==> src/rtl/sync_fifo.sv <==
// sync_fifo
//   Single-clock FIFO with registered read data, occupancy count,
//   almost-full/almost-empty thresholds and one-cycle overflow/underflow
//   pulses.
//
// Ports
//   clk, rstn                 clock (rising edge), async active-low reset
//   wr_en, wr_data            push request and data
//   full, almost_full         count == DEPTH, count >= AF_LEVEL
//   overflow                  pulse the cycle after a push attempted while full
//   rd_en                     pop request
//   rd_data, rd_valid         popped word (1-cycle latency) and its strobe
//   empty, almost_empty       count == 0, count <= AE_LEVEL
//   underflow                 pulse the cycle after a pop attempted while empty
//   count                     current occupancy, 0..DEPTH

module sync_fifo #(
    parameter int DATA_W   = 8,
    parameter int DEPTH    = 16,
    parameter int AF_LEVEL = DEPTH - 2,
    parameter int AE_LEVEL = 2
) (
    input  logic                       clk,
    input  logic                       rstn,
    input  logic                       wr_en,
    input  logic [DATA_W-1:0]          wr_data,
    output logic                       full,
    output logic                       almost_full,
    output logic                       overflow,
    input  logic                       rd_en,
    output logic [DATA_W-1:0]          rd_data,
    output logic                       rd_valid,
    output logic                       empty,
    output logic                       almost_empty,
    output logic                       underflow,
    output logic [$clog2(DEPTH):0]     count
);

    localparam int ADDR_W = $clog2(DEPTH);
    localparam logic [ADDR_W:0] AF_THR = (ADDR_W+1)'(AF_LEVEL);
    localparam logic [ADDR_W:0] AE_THR = (ADDR_W+1)'(AE_LEVEL);

    logic [DATA_W-1:0] mem [DEPTH];
    logic [ADDR_W:0]   wr_ptr;
    logic [ADDR_W:0]   rd_ptr;
    logic              push_ok;
    logic              pop_ok;

    // Extra MSB on each pointer is the wrap bit: equal addresses with
    // differing wrap bits means the writer is a full lap ahead.
    assign empty        = (wr_ptr == rd_ptr);
    assign full         = (wr_ptr[ADDR_W-1:0] == rd_ptr[ADDR_W-1:0]) &&
                          (wr_ptr[ADDR_W] != rd_ptr[ADDR_W]);
    // Modular difference of the wrap-extended pointers is exactly 0..DEPTH.
    assign count        = wr_ptr - rd_ptr;
    assign almost_full  = (count >= AF_THR);
    assign almost_empty = (count <= AE_THR);

    // Acceptance uses flags from before the edge: no read-through-write
    // bypass when empty, and a pop while full does not make room for a
    // push in the same cycle.
    assign push_ok = wr_en && !full;
    assign pop_ok  = rd_en && !empty;

    always_ff @(posedge clk or negedge rstn) begin
        if (!rstn) begin
            wr_ptr    <= '0;
            rd_ptr    <= '0;
            rd_data   <= '0;
            rd_valid  <= 1'b0;
            overflow  <= 1'b0;
            underflow <= 1'b0;
        end else begin
            rd_valid  <= pop_ok;
            overflow  <= wr_en && full;
            underflow <= rd_en && empty;
            if (push_ok) begin
                wr_ptr <= wr_ptr + 1'b1;
            end
            if (pop_ok) begin
                rd_data <= mem[rd_ptr[ADDR_W-1:0]];
                rd_ptr  <= rd_ptr + 1'b1;
            end
        end
    end

    // Storage is deliberately not reset; the pointers define validity.
    always_ff @(posedge clk) begin
        if (push_ok) begin
            mem[wr_ptr[ADDR_W-1:0]] <= wr_data;
        end
    end

endmodule
==> config.mk <==
export PLATFORM = sky130hd
export DESIGN_NAME = sync_fifo
export DESIGN_NICKNAME = d
export VERILOG_FILES = /design/src/rtl/sync_fifo.sv
export SDC_FILE = /design/constraint.sdc
export NUM_CORES = 1
export LEC_CHECK = 0
export ABC_AREA = 1
export CAP_MARGIN = 20
export CORE_MARGIN = 3
export CORE_UTILIZATION = 54
export DETAILED_ROUTE_END_ITERATION = 16
export GPL_TIMING_DRIVEN = 0
export PLACE_DENSITY = 0.75
export SETUP_SLACK_MARGIN = 0.15
export SLEW_MARGIN = 20
export SYNTH_ARGS = -nofsm -noshare
export SYNTH_HDL_FRONTEND = slang
export SYNTH_SLANG_ARGS = --single-unit
==> constraint.sdc <==
create_clock -name clk -period 2.4 [get_ports clk]
set_input_delay 0.48 -clock clk [delete_from_list [all_inputs] [get_ports clk]]
set_output_delay 0.48 -clock clk [all_outputs]
set_load 0.02 [all_outputs]
==> impl_metrics.toml <==
[worst_setup_path]
max_stage_delay_ns = 0.42
cp-start-kind = "register"
arrival_ns = 2.19
end_kind = "primary output"
crit_slowest_cell = "dfrtp_2"
cp_max_fo = 2
cpLargestDelayFamily = "simple AND/OR/NAND/NOR gates"
crit_type = "register to primary output"
path_buf_inv = 3
cp.required_ns = 1.92
path_cells = "inv_4 > ha_4 > inv_4 > fa_2 > nand3_2 > nand2_2 > nand2_4 > nand2_4 > nor3b_4 > buf_6"

[yosys]
yosysUniqueCellTypes = 23
synthCells = 631
yosys_warnings = 0
ys_seq_elements = 149
seq_area_frac_synth_pct = 66.2
syn-num-nets = 653
synth.cell_area_um2 = 6600
synth.avg_cell_area_um2 = 10.5

[routing]
drt_iter0_markers = 415
ant_nets = 0
drcViolationCount = 0
routedWlPerCell_um = 18.5
via_per_inst = 5.51
firstDrtPassIters = 6
vias = 4735
routed_wl_mm = 15.9

[finish]
drive_gt1_share_pct = 19.2
antenna_cells = 0
area_delta_synth_final_pct = 22.5
nNetsFinal = 727

[power_and_ir_drop]
max-vdd-ir-drop_mv = 0.974
p_per_area_nw_per_um2 = 1370
p_leak_uw = 0.00340
power_uw = 11100

[min_path]
hold_class = "input pin to asynchronous set/reset pin"

[grt]
gr-total-overflow = 0
antenna_found_initial = 0
grt_pass1_vias = 4591
grt.total_usage_pct = 24.1
grt_max_degree = 22
grt_pass1_wl_mm = 23.7

[clocking]
clockBufferDepth = 2
clk_latency_ns = 0.42
cts_sinks = 149
clk_pin_slew_worst_paths_ns = 0.06
numCtsBuffers = 17
htreeDepth = 4
cts_root_buffer = "clkbuf_16"
tritoncts = "built"

[sta]
maxSlewViolCount = 0
min_period_ns = 2.67
slew_headroom_pct = 50.3
fin_worst_skew_ns = 0.00641
worst_slack_ns = -0.270
clock.fmax_mhz = 375
hold_viol_final = 0
rsz0062_at_grt = "yes"
hold_slack_ns = 0.0283
setup_viol = 6
period_share_pct = 111
tightestPinTransition_ns = 0.743

[status]
violations = "negative setup slack"
status = "complete, but fails checks"

[floorplanning]
start_util_pct = 56.6
rows = 39
io_pins = 32
coreArea_um2 = 11700
die_w_um = 117
die_h_um = 117
dieArea_um2 = 13600

[placed_design]
dp_hpwl_mm = 10.1
finalWeightedCongestion = 0.901
io_buffers = 31

[job]
drv_cap = 0
-- flip-flops by register name (all words and copies together) (netlist names) --
name	cells
mem	128
rd_data	8
rd_ptr	5
wr_ptr	5
overflow	1
rd_valid	1
underflow	1
-- cell usage in the layout (no fill, tap or decap), drive strengths merged --
cell,netlist,final
inv,98,98
xor2,9,9
edfxtp,128,128
ha,9,9
fa,1,1
clkbuf,0,20
nor3b,1,1
a21oi,19,19
dfrtp,21,21
clkinv,2,13
nor3,1,1
nand2,179,179
nand3,97,97
o21ai,4,4
buf,25,58
clkdlybuf4s50,0,21
nor2,37,37
dlygate4sd2,0,1
-- worst reg2reg max path: cells and delay by family, from the launching register on --
kind / cells / cell delay [ns]
adders and majority gates: 1 / 0.21
buffers and inverters: 4 / 0.38
DFF: 1 / 0.40
and+or+nand+nor: 6 / 0.88
-- worst paths after layout --
| kind | from | endpoint | slack, ns | depth (start not counted) |
|---|---|---|---|---|
| hold reg to reg | rd_data[4]$_DFFE_PN0P_ | rd_data[4]$_DFFE_PN0P_ | 0.54 | 2 |
| min in group clk | rd_data[4]$_DFFE_PN0P_ | rd_data[4]$_DFFE_PN0P_ | 0.54 | 2 |
| hold / removal | rstn | underflow$_DFF_PN0_ | 0.03 | 1 |
| setup reg to reg | rd_ptr[1]$_DFFE_PN0P_ | mem[2][5]$_DFFE_PP_ | 0.21 | 11 |
| max in group asynchronous | rstn | rd_ptr[3]$_DFFE_PN0P_ | 1.99 | 1 |
| setup / recovery | wr_ptr[0]$_DFFE_PN0P_ | almost_empty | -0.27 | 10 |
-- per-layer routing --
layer  track usage [%]  routed length [µm]  up-vias
met3              5.65                1230       56
met5                 0                   0        -
met2              41.3                8170      236
met1              29.1                5960     2239
li1                  -                   -     2204
met4              10.6                 572        0
-- stage by stage --
step | instance area, µm² | setup slack, ns | util, % | cells | setup TNS, ns
after global routing | 8090 | -0.343 | 69.3 | 860 | -1.08
after global placement | 7130 | -0.561 | 61.2 | 805 | -54.71
after floorplan | 6640 | 0.0183 | - | 631 | 0
final | 8090 | -0.270 | 69.3 | 860 | -0.729
after CTS | 7990 | -0.202 | 68.5 | 852 | -0.463
after detailed placement | 7130 | -0.601 | 61.2 | 805 | -58.90
-- power breakdown --
| group | switching [µW] | internal [µW] |
|---|---|---|
| clock | 927 | 1270 |
| combinational | 3300 | 2180 |
| sequential | 223 | 3210 |
| total | 4450 | 6670 |
-- cell usage after synthesis (all sizes together) --
cell | n | share of area (%)
ha | 9 | 1.7
edfxtp | 128 | 58
nor3 | 1 | 0.076
a21oi | 19 | 1.4
nor2 | 37 | 2.6
dfrtp | 21 | 8.0
xor2 | 9 | 1.3
clkinv | 2 | 0.11
fa | 1 | 0.30
nand2 | 179 | 11
buf | 25 | 2.3
nor3b | 1 | 0.11
nand3 | 97 | 7.4
inv | 98 | 5.6
o21ai | 4 | 0.30
-- cells by family (layout without fill, tap and decap cells) --
| family | count (synthesis) | after routing | synth area share [%] |
|---|---|---|---|
| simple gates | 315 | 315 | 20.8 |
| flops | 149 | 149 | 66.2 |
| buf+inv | 125 | 211 | 8.02 |
| compound gates | 23 | 23 | 1.74 |
| fa+ha+maj | 10 | 10 | 2.01 |
| xor+xnor | 9 | 9 | 1.31 |
-- timing repair --
action                                  4_1_cts  5_1_grt
hold buffers                                  0        0
endpoints found under the setup margin      141       47
setup buffers                                16        8
pin swaps                                    17       13
resized for setup                           114       11
-- cell type report --
class	count	area, µm²
Tap cell	143	179
Clock buffer	20	437
Inverter	100	393
Fill cell	805	3580
Sequential cell	149	4370
Clock inverter	11	43.8
Buffer	25	183
Multi-Input combinational cell	357	1970
Timing Repair Buffer	55	504
No activity file was read; power rests on OpenSTA's default activity.
